## src/rtl/eth_pkg.sv

```systemverilog
// Shared Ethernet definitions: arbiter state encoding, inter-frame gap, RMII width.
// Latency: n/a (constants and a helper function only).
// Backpressure: n/a.
package eth_pkg;

    // Arbiter state encoding; the values are visible to the RX/TX paths and debug.
    typedef enum logic [1:0] {
        ST_IDLE   = 2'd0,
        ST_START  = 2'd1,
        ST_ACTIVE = 2'd2,
        ST_IFG    = 2'd3
    } arb_state_t;

    // 96 bit times at 2 bits per reference clock.
    localparam int pIFG_CYCLES = 48;

    // Di-bit width of the RMII data path.
    localparam int RMII_WIDTH  = 2;

    // One-hot grant vector for a two-source arbiter.
    function automatic logic [1:0] onehot2(input logic idx);
        return idx ? 2'b10 : 2'b01;
    endfunction

endpackage

```

## src/rtl/rr_arb2.sv

```systemverilog
// Two-input round-robin picker: chooses which requester wins the next frame.
// Latency: combinational, zero cycles.
// Backpressure: none; the caller samples the result only when it can grant.
//
// Ports:
//   i_req      request bits, bit 0 is source 0
//   i_last     index of the most recently granted source
//   o_winner   index of the chosen source (valid only when o_valid is high)
//   o_valid    at least one source is requesting
module rr_arb2 (
    input  logic [1:0] i_req,
    input  logic       i_last,
    output logic       o_winner,
    output logic       o_valid
);

    assign o_valid  = |i_req;
    // On a tie the source that did not go last wins; a lone requester wins outright.
    assign o_winner = (i_req == 2'b11) ? ~i_last : i_req[1];

endmodule

```

## src/rtl/eth_tx_arb.sv

```systemverilog
// Shares one RMII TX MAC between two frame sources: round-robin grant, start/done
// handshake, stuck-frame watchdog and inter-frame gap. Grant is 1 cycle after Req.
// Backpressure: a source holds Req until granted; requests are held off outside IDLE.
//
// Ports:
//   i_Clk, i_Rst_N   50 MHz RMII reference clock, asynchronous active-low reset
//   i_Req[1:0]       level request per source
//   o_Grant[1:0]     one-hot grant, held for the whole frame
//   o_Sel            MAC data-mux select (index of the granted source)
//   o_Tx_Start       one-cycle start pulse to the MAC
//   i_Tx_Busy        MAC transmitting; acknowledges the start
//   i_Tx_Done        one-cycle pulse from the MAC after FCS
//   o_Abort          one-cycle pulse when the watchdog expires
//   o_Arb_Busy       high whenever the arbiter is not idle
module eth_tx_arb #(
    parameter int pIFG_CYCLES     = eth_pkg::pIFG_CYCLES,
    parameter int pTIMEOUT_CYCLES = 8192,
    parameter int pTMO_WIDTH      = 13
) (
    input  logic       i_Clk,
    input  logic       i_Rst_N,
    input  logic [1:0] i_Req,
    output logic [1:0] o_Grant,
    output logic       o_Sel,
    output logic       o_Tx_Start,
    input  logic       i_Tx_Busy,
    input  logic       i_Tx_Done,
    output logic       o_Abort,
    output logic       o_Arb_Busy
);

    import eth_pkg::*;

    // Both counters restart on state entry, so the terminal values are the only
    // comparisons needed and neither counter can wrap.
    localparam logic [7:0]            LP_IFG_LAST = 8'(pIFG_CYCLES - 1);
    localparam logic [pTMO_WIDTH-1:0] LP_TMO_LAST = pTMO_WIDTH'(pTIMEOUT_CYCLES - 1);
    localparam logic [pTMO_WIDTH-1:0] LP_TMO_ONE  = pTMO_WIDTH'(1);

    arb_state_t            r_state;
    logic                  r_last;
    logic [7:0]            r_ifg_cnt;
    logic [pTMO_WIDTH-1:0] r_wd_cnt;
    logic [1:0]            r_grant;
    logic                  r_sel;
    logic                  r_tx_start;
    logic                  r_abort;
    logic                  r_arb_busy;

    logic                  w_winner;
    logic                  w_win_vld;

    rr_arb2 u_rr_arb2 (
        .i_req    (i_Req),
        .i_last   (r_last),
        .o_winner (w_winner),
        .o_valid  (w_win_vld)
    );

    always_ff @(posedge i_Clk or negedge i_Rst_N) begin
        if (!i_Rst_N) begin
            r_state    <= ST_IDLE;
            r_last     <= 1'b1;     // source 0 wins the first tie
            r_ifg_cnt  <= '0;
            r_wd_cnt   <= '0;
            r_grant    <= 2'b00;
            r_sel      <= 1'b0;
            r_tx_start <= 1'b0;
            r_abort    <= 1'b0;
            r_arb_busy <= 1'b0;
        end else begin
            // Pulses default low every cycle.
            r_tx_start <= 1'b0;
            r_abort    <= 1'b0;

            case (r_state)
                ST_IDLE: begin
                    if (w_win_vld) begin
                        r_grant    <= onehot2(w_winner);
                        r_sel      <= w_winner;
                        r_tx_start <= 1'b1;
                        r_last     <= w_winner;
                        r_wd_cnt   <= '0;
                        r_arb_busy <= 1'b1;
                        r_state    <= ST_START;
                    end
                end

                ST_START, ST_ACTIVE: begin
                    // Frame end takes priority over watchdog expiry in the same cycle.
                    // Tx_Done is also accepted before the MAC has raised Tx_Busy.
                    if (i_Tx_Done) begin
                        r_grant   <= 2'b00;
                        r_ifg_cnt <= '0;
                        r_state   <= ST_IFG;
                    end else if (r_wd_cnt == LP_TMO_LAST) begin
                        r_grant   <= 2'b00;
                        r_abort   <= 1'b1;
                        r_ifg_cnt <= '0;
                        r_state   <= ST_IFG;
                    end else begin
                        r_wd_cnt <= r_wd_cnt + LP_TMO_ONE;
                        if (r_state == ST_START && i_Tx_Busy) begin
                            r_state <= ST_ACTIVE;
                        end
                    end
                end

                ST_IFG: begin
                    if (r_ifg_cnt == LP_IFG_LAST) begin
                        r_arb_busy <= 1'b0;
                        r_state    <= ST_IDLE;
                    end else begin
                        r_ifg_cnt <= r_ifg_cnt + 8'd1;
                    end
                end

                default: begin
                    r_grant    <= 2'b00;
                    r_arb_busy <= 1'b0;
                    r_state    <= ST_IDLE;
                end
            endcase
        end
    end

    assign o_Grant    = r_grant;
    assign o_Sel      = r_sel;
    assign o_Tx_Start = r_tx_start;
    assign o_Abort    = r_abort;
    assign o_Arb_Busy = r_arb_busy;

endmodule
```

## config.mk

```make
export PLATFORM = sky130hd
export DESIGN_NAME = eth_tx_arb
export DESIGN_NICKNAME = d
export VERILOG_FILES = /design/src/rtl/eth_pkg.sv /design/src/rtl/rr_arb2.sv /design/src/rtl/eth_tx_arb.sv
export SDC_FILE = /design/constraint.sdc
export NUM_CORES = 1
export LEC_CHECK = 0
export CAP_MARGIN = 5
export CORE_ASPECT_RATIO = 2
export CORE_MARGIN = 2
export CORE_UTILIZATION = 53
export DETAILED_ROUTE_END_ITERATION = 8
export PLACE_DENSITY = 0.74
export SETUP_SLACK_MARGIN = 0.5
export SYNTH_ARGS = -nofsm -noshare
export SYNTH_HDL_FRONTEND = slang
export SYNTH_SLANG_ARGS = --single-unit
```

## constraint.sdc

```tcl
create_clock -name i_Clk -period 2.1 [get_ports i_Clk]
set_input_delay 0.315 -clock i_Clk [delete_from_list [all_inputs] [get_ports i_Clk]]
set_output_delay 0.315 -clock i_Clk [all_outputs]
set_load 0.01 [all_outputs]
```

**Word-level counts from Yosys, hierarchy flattened**

Cells that the tools add are included.

- Add/subtract/negate cells: 2
- Equal/unequal tests: 13
- Mux-type cells: 28
- Bitwise operators: 1
- Reduce and logical (&&, ||, !) cells: 13

Operators with widths:

| operator | number |
|---|---|
| $mux 13 | 3 |
| $pmux 13 s2 | 1 |
| $mux 8 | 3 |
| $mux 2 | 9 |
| $pmux 8 s2 | 1 |
| $add 13x1->13 const B | 1 |
| $eq 13x13->1 const B | 1 |
| $reduce_and 3->1 | 4 |
| $add 8x1->8 const B | 1 |
| $eq 8x6->1 const B | 1 |
| $mux 1 | 8 |
| $ne 2x2->1 const B | 4 |
| $eq 2x2->1 const B | 3 |
| $pmux 2 s3 | 1 |
| $reduce_bool 2->1 | 3 |
| $ne 4x4->1 const B | 1 |
| $pmux 2 s2 | 1 |
| $reduce_and 4->1 | 1 |
| $reduce_or 2->1 | 2 |
| $ne 3x3->1 const B | 1 |
| $eq 2x1->1 const B | 1 |
| $logic_not 2->1 | 1 |
| $ne 2x1->1 const B | 1 |
| $pmux 1 s2 | 1 |
| other kinds (3) | 3 |

- Register bits after elaboration: 30
- Bits of input ports: 6
- Output and inout bits: 6
- Logic and storage cells: 66

**Longest topological paths before layout**

Gate-level depths: netlist of the first run.

- Depth after elaboration: 6
- Depth in mapped cells: 8
- Mapped depth without buffers: 6

**Hierarchy**

From an unflattened synthesis of the first run, not the netlist that was laid out.

- Cell total of the unflattened synthesis: 191
- Area, all modules: 1841.8 um^2

Modules (own cells, without submodules):

| module | times used | cells an instance | area each (um^2) | sequential area each (um^2) |
|---|---|---|---|---|
| eth_tx_arb | 1 | 189 | 1828.0 | 752.0 |
| rr_arb2 | 1 | 2 | 13.8 | 0.0 |

**Least setup slack after synthesis of the first run**

OpenSTA, ideal clock, no wires.

- Path type: reg-to-reg
- Start: reg r_state[0]
- End: reg r_wd_cnt[4]
- Setup time: 124 ps
- Arrival time: 1867 ps
- Data required time: 1976 ps
- Setup slack: 109 ps
- Stages on the path, launching flop included: 9
- Buffers on the path: 2
- Period minus slack after synthesis: 1991 ps
- Path through: dfrtp_1 > inv_1 > ha_1 > buf_2 > or3b_2 > clkbuf_1 > nand2_1 > o311a_1 > a211o_1

- Cells in the longest elaborated chain, start to end: 4
- Elaborated cells between the ends (all ways): 10
- Those cells by class: eq/ne (5); mux (1); reduce/logical (4)

Ends and longest elaborated chain:

| element | RTL line | source |
|---|---|---|
| start, declared | eth_tx_arb.sv:40 | `arb_state_t r_state;` |
| start signal, assigned | eth_tx_arb.sv:62 | `r_state <= ST_IDLE;` |
| start signal, assigned | eth_tx_arb.sv:85 | `r_state <= ST_START;` |
| start signal, assigned | eth_tx_arb.sv:95 | `r_state <= ST_IFG;` |
| $eq 2x1->1 or $eq 2x2->1 (tied branches) | eth_tx_arb.sv:76 | `case (r_state)` |
| $reduce_or 2->1 | eth_tx_arb.sv:76 |  |
| $ne 2x2->1 (no source line) or $reduce_bool 2->1 (tied branches) | n/a |  |
| $reduce_and 4->1 (no source line) | n/a |  |
| end signal, assigned | eth_tx_arb.sv:102 | `r_wd_cnt <= r_wd_cnt + LP_TMO_ONE;` |
| end, declared | eth_tx_arb.sv:43 | `logic [pTMO_WIDTH-1:0] r_wd_cnt;` |

Several ways; a longest one is shown, not always the timed one.
A chain may end at the register's enable or synchronous reset.

**Final worst setup path of the first run**

- Start: reg r_state[0]
- End: reg r_state[0]

- Cells in the longest elaborated chain, start to end: 4
- Elaborated cells between the ends (all ways): 11
- Those cells by class: eq/ne (6); mux (1); reduce/logical (4)

Ends and longest elaborated chain:

| element | RTL line |
|---|---|
| $eq 2x1->1 or $eq 2x2->1 (tied branches) | eth_tx_arb.sv:76, eth_tx_arb.sv:103 |
| $reduce_or 2->1 or $logic_and 1x1->1 (tied branches) | eth_tx_arb.sv:76, eth_tx_arb.sv:103 |
| $ne 4x4->1 (no source line) | n/a |
| $reduce_and 3->1 (no source line) | n/a |

Several ways; a longest one is shown, not always the timed one.

==> results.sh, run 1 <==
export IMPL_syn_area_um2=1817
export IMPL_num_antenna_cells=0
export IMPL_grt_first_pass_wirelength_mm=10.53
export IMPL_clkSlewWorstSetupHoldPaths_ps=80
export IMPL_initial_core_util_pct=54.38
export IMPL_status="completed"
export IMPL_critPathKind="register to register"
export IMPL_synth_edf_count=0
export IMPL_topRoutingLayerUsed="met4"
export IMPL_cp_end_kind="register"
export IMPL_vias=2249
export IMPL_antenna_found_initial=0
export IMPL_fmax_mhz=498.9
export IMPL_power_total_mw=4.330
export IMPL_pwr_share_seq_pct=21.5
export IMPL_p_clk_share_pct=10.6
export IMPL_met2_length_mm=3.857
export IMPL_ys_warn_count=0
export IMPL_combPwrFrac_pct=67.9
export IMPL_drc=0
export IMPL_fin_nets=284
export IMPL_place_port_buffers=11
export IMPL_cpPeakStageDelay_ps=380
export IMPL_synthArstFlopShare_pct=100.0
export IMPL_dr_wl_met3_um=626
export IMPL_synth_fa_ha_area_share_pct=4.132
export IMPL_dieArea_um2=3941
export IMPL_ios=12
export IMPL_irDropWorstVdd_uv=1326
export IMPL_rsz0062_at_grt="yes"
export IMPL_num_fill_cells=163
export IMPL_power_leakage_nw=1.256
export IMPL_slew_headroom_pct=71.36
export IMPL_worstMarginPinSlew_ps=426.1
export IMPL_maxSlewViolCount=0
export IMPL_drt_met1_wl_mm=2.426
export IMPL_synth_seq_cells=30
export IMPL_syn_num_nets=208
export IMPL_syn_area_per_cell_um2=9.269
export IMPL_drive_gt1_share_pct=46.89
export IMPL_seq_area_frac_synth_pct=41.39
export IMPL_wl_per_cell_um=24.84
export IMPL_power_switching_mw=1.940
export IMPL_track_usage_pct=36.96
export IMPL_swShare_pct=44.79
export IMPL_required_ps=2260
export IMPL_place_congestion=0.9437
export IMPL_pwr_density_cell_nw_per_um2=1490
export IMPL_die_y_um=86.80
export IMPL_hold_class="input pin to async pin"
export IMPL_min_period_over_period_pct=95.44
export IMPL_viasPerCell=7.374
export IMPL_clkSinkCount=30
export IMPL_cts_root_buf="clkbuf_8"
export IMPL_cts_tree="yes"
export IMPL_p_int_mw=2.391
export IMPL_crit_top_cell="buf_6"
export IMPL_synth_top_family_by_area="simple AND/OR/NAND/NOR gates"
export IMPL_drt_iter0_drc=187
export IMPL_clkLatencyLatePin_ps=290
export IMPL_final_hold_violation_count=0
export IMPL_cp_start_kind="register"
export IMPL_clk_path_buf_depth=2
export IMPL_cts_max_level=2
export IMPL_cp_arrival_ps=2160
export IMPL_dp_hpwl_mm=3.776
export IMPL_numCtsBuffers=5
export IMPL_muxShareOfSynthArea_pct=2.273
export IMPL_synth_simple_gate_area_share_pct=25.28
export IMPL_dp_cells=254
export IMPL_synth_compound_area_share_pct=22.25
export IMPL_grt_max_degree=31
export IMPL_syn_inst=196
export IMPL_maxCapViolCount=0
export IMPL_crit_chain="inv_2 > ha_4 > nor2b_4 > buf_6 > o41a_1 > buf_6 > buf_6 > a21oi_2 > mux2_4"
export IMPL_ctsHoldBuffers=0
export IMPL_yosysUniqueCellTypes=51
export IMPL_syn2layout_area_growth_pct=59.92
export IMPL_grt_pass1_vias=2144
export IMPL_synth_xor_area_share_pct=0
export IMPL_worst_path_max_delay_cell="dfrtp_1"
export IMPL_min_period_ps=2004
export IMPL_stdcell_count=305
export IMPL_num_rows=30
export IMPL_critPathMaxFanout=5
export IMPL_ant_nets=0
export IMPL_core_um2=3341
export IMPL_worst_clock_skew_ps=16.85
export IMPL_die_x_um=45.40
export IMPL_synthFlopType="dfrtp_1"
export IMPL_drt_pass1_iterations=5
export IMPL_drt_wl_total_mm=7.577
export IMPL_setup_viol=0
export IMPL_globalRouteOverflowTotal=0
## layout make-up
type,instances,area [um^2],area share [%]
timing repair buffer,79,691.9,23.82
tap,32,40.04,1.378
inverter,8,30.03,1.034
sequential,30,752.0,25.88
clock buffer,8,80.08,2.756
multi-input combinational,148,1311,45.13
## cells by family (layout without fill, tap and decap cells)
group / Yosys count / in the layout
buffers and inverters: 19 / 95
flip-flops: 30 / 30
multiplexers: 4 / 4
AO/OA/AOI/OAI: 55 / 55
adder cells (fa/ha/maj): 6 / 6
AND/OR/NAND/NOR: 82 / 83
## cells in the mapped netlist, drive strengths merged, types with 2 or more instances
master / instances / area (um^2)
a211o: 7 / 61.31
o211ai: 4 / 30.03
and3: 4 / 25.02
or4: 4 / 30.03
and2: 2 / 12.51
a21boi: 2 / 15.01
dfrtp: 29 / 725.7
nor3: 6 / 30.03
a31oi: 4 / 25.02
clkbuf: 7 / 26.28
o21ai: 13 / 65.06
nand4: 8 / 56.30
mux2i: 3 / 30.03
nor4b: 2 / 17.52
nand3: 13 / 70.07
o311a: 4 / 40.04
o221ai: 4 / 35.03
buf: 4 / 28.78
ha: 6 / 75.07
nor4: 4 / 25.02
nand2: 18 / 67.56
inv: 8 / 30.03
a21oi: 5 / 25.02
nor2: 11 / 41.29
nand4b: 2 / 17.52
o31ai: 2 / 15.01
## placed cells by master (no fill, tap or decap), types with 3 or more instances in the layout
cell,netlist,layout
clkbuf_8,0,5
clkbuf_1,7,3
nor2_1,11,9
nand3_1,12,8
ha_1,6,3
nor3_1,6,3
inv_1,8,6
mux2i_1,3,3
o311a_1,4,3
and3_1,4,3
nand2_1,18,16
a31oi_1,4,4
o21ai_2,0,6
o211ai_1,4,4
nand4_1,7,7
dfrtp_1,29,29
or4_4,0,4
clkdlybuf4s50_1,0,11
nand3_2,1,4
buf_6,1,19
buf_4,1,49
a211o_1,7,7
o221ai_2,0,3
o21ai_1,2,3
ha_4,0,3
## through the flow
step                      cell area [um^2]  util, %  worst slack, ps  TNS [ps]  hold slack [ps]
after global routing                  2905    86.97           -109.2    -109.2            467.0
after detailed placement              2170    64.94           -226.5     -1506            494.2
after CTS                             2625    78.58            161.6         0            442.1
after global placement                2170    64.94           -87.81    -354.7            480.0
after floorplan                       1907        -            307.4         0            19.41
final                                 2905    86.97            95.72         0            427.2
## power by group through the flow
stage / sequential (mW) / combinational, mW / clock (mW)
after global routing: 0.942 / 3.08 / 0.479
after detailed placement: 0.904 / 1.73 / 0
final: 0.930 / 2.94 / 0.460
after CTS: 0.887 / 2.35 / 0.453
after floorplan: 0.930 / 1.12 / 0
after global placement: 0.893 / 1.66 / 0
## worst paths after layout
kind,from,to,slack [ps],depth (start not counted)
min in group i_Clk,o_Sel$_DFFE_PN0P_,o_Sel$_DFFE_PN0P_,510,1
worst max register to register,r_state[0]$_DFFE_PN0P_,r_state[0]$_DFFE_PN0P_,100,9
worst max-delay path,r_state[0]$_DFFE_PN0P_,r_state[0]$_DFFE_PN0P_,100,9
worst min-delay path,i_Rst_N,o_Abort$_DFF_PN0_,430,2
max in group asynchronous,i_Rst_N,r_last$_DFFE_PN1P_,1330,2
worst min register to register,o_Sel$_DFFE_PN0P_,o_Sel$_DFFE_PN0P_,510,1
## flip-flops by register name (all words and copies together) (netlist names)
name	cells
r_wd_cnt	13
r_ifg_cnt	8
o_Grant	2
r_state	2
o_Abort	1
o_Arb_Busy	1
o_Sel	1
o_Tx_Start	1
r_last	1
## routing by layer
| layer | global-route usage [%] | vias to the layer above |
|---|---|---|
| li1 | - | 916 |
| met4 | 22.99 | 0 |
| met1 | 39.28 | 1081 |
| met2 | 61.59 | 182 |
| met3 | 9.167 | 70 |
| met5 | 0 | - |
## worst max-delay path: cells and delay by family, from the launching register on
kind | cells | cell delay (ps)
buf+inv | 4 | 490
flops | 1 | 380
mux | 1 | 270
fa+ha+maj | 1 | 260
simple gates | 1 | 250
compound gates | 2 | 240
## timing repair
action | 4_1_cts | 5_1_grt
hold endpoints to repair | 0 | 0
gates resized for setup | 35 | 38
buffers inserted | 28 | 14
cloned | 0 | 1
pin swaps | 23 | 24
endpoints found under the setup margin | 26 | 26
Note: power is estimated with default switching activity, not from simulation.
==> inputs of run 2 (changes only) <==
Clock period 2.1 ns to 1.7 ns, I/O delays scaled along.
==> run 2 against run 1 <==
  * The flow now finishes with violations (setup timing)
  * Via count is 8.6% higher
  * Combinational power is 43% higher
  * Wire length is 22% higher
  * Flip-flop and latch count stayed put
  * Fmax is 2.0% lower
  * Clock power is 57% higher
  * Critical path type unchanged
  * Largest power group unchanged
==> results.sh, run 2 (synthesis gave the netlist of run 1 again) <==
export IMPL_status="complete, but fails checks"
export IMPL_violations="setup timing"
export IMPL_num_fill_cells=90
export IMPL_die_y_um=86.80
export IMPL_ant_nets=0
export IMPL_drt_wl_total_mm=9.210
export IMPL_dieArea_um2=3941
export IMPL_numCtsBuffers=5
export IMPL_pre_cts_ws_ps=-473.8
export IMPL_viasPerCell=7.468
export IMPL_place_congestion=0.9233
export IMPL_final_cell_mix="buf_4 (72), dfrtp_1 (29), buf_6 (18)"
export IMPL_maxSlewViolCount=0
export IMPL_ios=12
export IMPL_min_period_over_period_pct=120.4
export IMPL_initial_core_util_pct=54.38
export IMPL_drive_gt1_share_pct=52.88
export IMPL_place_port_buffers=11
export IMPL_globalRouteOverflowTotal=0
export IMPL_pwr_density_cell_nw_per_um2=1919
export IMPL_num_rows=30
export IMPL_setup_viol=24
export IMPL_layout_commonest_cell="buf_4"
export IMPL_maxCapViolCount=0
export IMPL_cts_tree="yes"
export IMPL_grt_pass1_vias=2132
export IMPL_num_antenna_cells=0
export IMPL_power_leakage_nw=1.451
export IMPL_largest_reg_flops=13
export IMPL_cts_root_buf="clkbuf_8"
export IMPL_fin_nets=306
export IMPL_reg2reg_depth=8
export IMPL_reg_top3="r_wd_cnt x13, r_ifg_cnt x8"
export IMPL_drt_iter0_drc=298
export IMPL_cts_max_level=2
export IMPL_cp_arrival_ps=2170
export IMPL_max_flop_register="r_wd_cnt"
export IMPL_required_ps=1830
export IMPL_min_period_ps=2046
export IMPL_cp_end_kind="register"
export IMPL_grt_max_degree=31
export IMPL_critPathMaxFanout=8
export IMPL_drc=0
export IMPL_slew_headroom_pct=64.18
export IMPL_critPathKind="register to register"
export IMPL_grt_first_pass_wirelength_mm=10.25
export IMPL_fmax_mhz=488.7
export IMPL_r2r_slack_ps=-350
export IMPL_clk_path_buf_depth=2
export IMPL_worst_slack_ps=-346.1
export IMPL_wl_per_cell_um=28.17
export IMPL_core_um2=3341
export IMPL_cp_start_kind="register"
export IMPL_hold_class="input pin to async pin"
export IMPL_clkSinkCount=30
export IMPL_vias=2442
export IMPL_final_hold_violation_count=0
export IMPL_dp_hpwl_mm=4.235
export IMPL_irDropWorstVdd_uv=1762
export IMPL_syn2layout_area_growth_pct=73.90
export IMPL_clkSlewWorstSetupHoldPaths_ps=80
export IMPL_worstMarginPinSlew_ps=535.4
export IMPL_track_usage_pct=36.37
export IMPL_drt_pass1_iterations=5
export IMPL_holdWs_ps=343.7
export IMPL_worst_clock_skew_ps=16.99
export IMPL_clkLatencyLatePin_ps=300
export IMPL_antenna_found_initial=0
export IMPL_rsz0062_at_grt="yes"
export IMPL_die_x_um=45.40
## run 2: changes by cell type in the layout (fill, tap and decap cells not counted), moves of 2 or more
cell and change:
buf_4 +23, and2_1 -2, and2_4 +2, clkbuf_8 +3
o31ai_1 -2, dlygate4sd2_1 +2, clkbuf_1 -3, clkdlybuf4s15_1 +2
or4_1 +3, or4_4 -3, clkdlybuf4s50_1 -6, clkbuf_2 +2
## run 2: routing by layer
metal | track usage [%] | routed length (um) | part of all wire, % | vias to the layer above
li1 | - | - | - | 957
met1 | 36.27 | 2867 | 31 | 1160
met2 | 63.38 | 4658 | 51 | 226
met3 | 5.833 | 746 | 8.1 | 99
met4 | 25.67 | 937 | 10 | 0
met5 | 0 | 0 | 0 | -
## run 2: worst paths after layout
path	from	endpoint
max	r_state[0]$_DFFE_PN0P_	r_wd_cnt[5]$_DFFE_PN0P_
min	i_Rst_N	r_wd_cnt[3]$_DFFE_PN0P_
max reg2reg	r_state[0]$_DFFE_PN0P_	r_wd_cnt[5]$_DFFE_PN0P_
min reg2reg	o_Sel$_DFFE_PN0P_	o_Sel$_DFFE_PN0P_
max in group asynchronous	i_Rst_N	r_last$_DFFE_PN1P_
min in group i_Clk	o_Sel$_DFFE_PN0P_	o_Sel$_DFFE_PN0P_
## run 2: power by group
| group | switching (mW) | total (mW) | internal [mW] |
|---|---|---|---|
| combinational | 2.27 | 4.20 | 1.93 |
| sequential | 0.209 | 1.15 | 0.937 |
| clock | 0.313 | 0.722 | 0.409 |
## run 2: worst max-delay path, cell delays in order, from the launching register on
cell and delay [ps]:
dfrtp_1 380, inv_2 70, ha_4 280, nor2b_4 230, o41ai_4 170, buf_4 180
buf_6 110, o311ai_4 250, o211ai_1 210
## run 2: layout make-up
| class | count | area (um^2) | area share (%) |
|---|---|---|---|
| tap | 32 | 40.04 | 1.267 |
| inverter | 8 | 30.03 | 0.9505 |
| clock buffer | 8 | 110.1 | 3.485 |
| sequential | 30 | 752.0 | 23.80 |
| timing repair buffer | 102 | 860.8 | 27.25 |
| multi-input combinational | 147 | 1366 | 43.25 |
## run 2: timing repair
action,in CTS,in global routing
endpoints found under the setup margin,35,32
pin swaps,31,22
gates resized for setup,55,34
setup buffers,15,18
hold buffers,0,0
## run 2: per-stage QoR
stage	instance area, um^2	utilization, %	power (mW)	setup TNS (ps)	std cells
3_5_place_dp	2416	72.32	3.636	-6993	286
6_report	3159	94.57	6.064	-5240	327
3_3_place_gp	2416	72.32	3.503	-5883	286
5_1_grt	3159	94.57	6.170	-6025	327
4_1_cts	2844	85.13	4.922	-2248	309
2_1_floorplan	1922	-	2.536	-325.8	196
==> inputs of run 3 (changes only) <==
Settings changed: CELL_PAD_IN_SITES_DETAIL_PLACEMENT set to 0, CELL_PAD_IN_SITES_GLOBAL_PLACEMENT set to 2, CORE_UTILIZATION 53 to 33, PLACE_DENSITY 0.74 to 0.72.
==> run 3 against run 2 <==
  * The run still ends with setup timing left
  * Via count down 17%
  * Cell count increased by 7.6%
  * Utilization decreased by 37 points
  * Clock skew is 12 ps lower
  * Die area is 56% higher
  * Sequential power is 4% lower
  * Non-clock buffer count fell by 3
  * Largest power group unchanged
  * Highest routed layer unchanged
==> results.sh, run 3 (synthesis gave the netlist of run 1 again) <==
export IMPL_status="complete, but fails checks"
export IMPL_violations="setup timing"
export IMPL_clkSlewWorstSetupHoldPaths_ps=70
export IMPL_ctsHoldBuffers=0
export IMPL_stdcell_count=352
export IMPL_cp_arrival_ps=2090
export IMPL_initial_core_util_pct=33.81
export IMPL_num_rows=38
export IMPL_cp_start_kind="register"
export IMPL_min_period_ps=1859
export IMPL_grt_first_pass_wirelength_mm=9.784
export IMPL_slew_headroom_pct=72.09
export IMPL_drt_pass1_iterations=4
export IMPL_critPathKind="register to register"
export IMPL_rsz0062_at_grt="yes"
export IMPL_finalSetupTns_ps=-2073
export IMPL_drc=0
export IMPL_hold_class="input pin to async pin"
export IMPL_final_hold_violation_count=0
export IMPL_antenna_found_initial=0
export IMPL_clkSinkCount=30
export IMPL_cts_root_buf="clkbuf_8"
export IMPL_cts_tree="yes"
export IMPL_drive_gt1_share_pct=51.37
export IMPL_power_leakage_nw=1.406
export IMPL_fmax_mhz=537.8
export IMPL_track_usage_pct=20.93
export IMPL_clkLatencyLatePin_ps=280
export IMPL_reg2reg_depth=8
export IMPL_drt_iter0_drc=77
export IMPL_dp_cells=319
export IMPL_required_ps=1930
export IMPL_maxSlewViolCount=0
export IMPL_placed_area_um2=2501
export IMPL_clk_path_buf_depth=2
export IMPL_vias=2036
export IMPL_cts_max_level=2
export IMPL_max_flop_register="r_wd_cnt"
export IMPL_worst_slack_ps=-159.3
export IMPL_largest_reg_flops=13
export IMPL_pwr_density_cell_nw_per_um2=1719
export IMPL_dp_hpwl_mm=4.444
export IMPL_grt_max_degree=31
export IMPL_num_antenna_cells=0
export IMPL_viasPerCell=5.784
export IMPL_die_y_um=108.9
export IMPL_min_period_over_period_pct=109.4
export IMPL_pre_cts_ws_ps=-481.4
export IMPL_final_cell_mix="buf_4 (67), dfrtp_1 (29), buf_6 (19)"
export IMPL_setup_viol=24
export IMPL_worstMarginPinSlew_ps=418.2
export IMPL_drt_wl_total_mm=6.365
export IMPL_critPathMaxFanout=6
export IMPL_reg_top3="r_wd_cnt x13, r_ifg_cnt x8"
export IMPL_numCtsBuffers=5
export IMPL_design_area_um2=3097
export IMPL_fin_nets=303
export IMPL_dieArea_um2=6151
export IMPL_holdWs_ps=367.3
export IMPL_irDropWorstVdd_uv=943.1
export IMPL_die_x_um=56.47
export IMPL_ios=12
export IMPL_maxCapViolCount=0
export IMPL_wl_per_cell_um=18.08
export IMPL_cp_end_kind="register"
export IMPL_core_um2=5373
export IMPL_worst_clock_skew_ps=5.181
export IMPL_globalRouteOverflowTotal=0
export IMPL_syn2layout_area_growth_pct=70.45
export IMPL_ant_nets=0
export IMPL_layout_commonest_cell="buf_4"
export IMPL_place_congestion=0.8968
export IMPL_grt_pass1_vias=2069
export IMPL_place_port_buffers=11
[run 3: layout make-up]
type,count,area [um^2]
multi-input combinational,147,1295
clock buffer,8,90.09
inverter,8,30.03
fill,475,2276
timing repair buffer,99,854.6
sequential,30,752.0
tap,60,75.07
[run 3: timing repair]
action,CTS,global route
endpoints found under the hold margin,0,0
resized for setup,54,28
pin swaps,24,29
buffers inserted,12,13
gates cloned,0,0
endpoints found under the setup margin,35,28
[run 3: stage by stage]
step | total power [mW] | util, %
after global routing | 5.612 | 57.64
after detailed placement | 3.770 | 46.55
after floorplan | 2.536 | -
final | 5.324 | 57.64
after global placement | 3.674 | 46.55
after CTS | 4.898 | 53.82
[run 3: final timing paths]
kind | slack (ps) | to | startpoint
min reg2reg | 530 | o_Grant[0]$_DFFE_PN0P_ | o_Grant[0]$_DFFE_PN0P_
max in group asynchronous | 990 | r_last$_DFFE_PN1P_ | i_Rst_N
min | 370 | r_state[1]$_DFFE_PN0P_ | i_Rst_N
max | -160 | r_ifg_cnt[2]$_DFFE_PN0P_ | r_wd_cnt[1]$_DFFE_PN0P_
max reg2reg | -160 | r_ifg_cnt[2]$_DFFE_PN0P_ | r_wd_cnt[1]$_DFFE_PN0P_
min in group i_Clk | 530 | o_Grant[0]$_DFFE_PN0P_ | o_Grant[0]$_DFFE_PN0P_
[run 3: per-layer routing]
metal,global-route usage (%),routed length [um],vias up
li1,-,-,944
met1,19.04,2199,1022
met2,41.36,3698,48
met3,3.203,177,22
met4,12.76,289,0
met5,0,0,-
[run 3: critical path: stages, from the launching register on]
cell,delay [ps]
dfrtp_1,370
ha_2,200
nand3_2,100
buf_6,130
o41a_1,350
buf_6,150
buf_12,130
nor4b_2,250
a211o_1,130
[run 3: power breakdown]
part / internal, mW / total, mW / switching, mW
Sequential: 0.937 / 1.10 / 0.160
Clock: 0.330 / 0.600 / 0.270
Combinational: 1.82 / 3.63 / 1.81
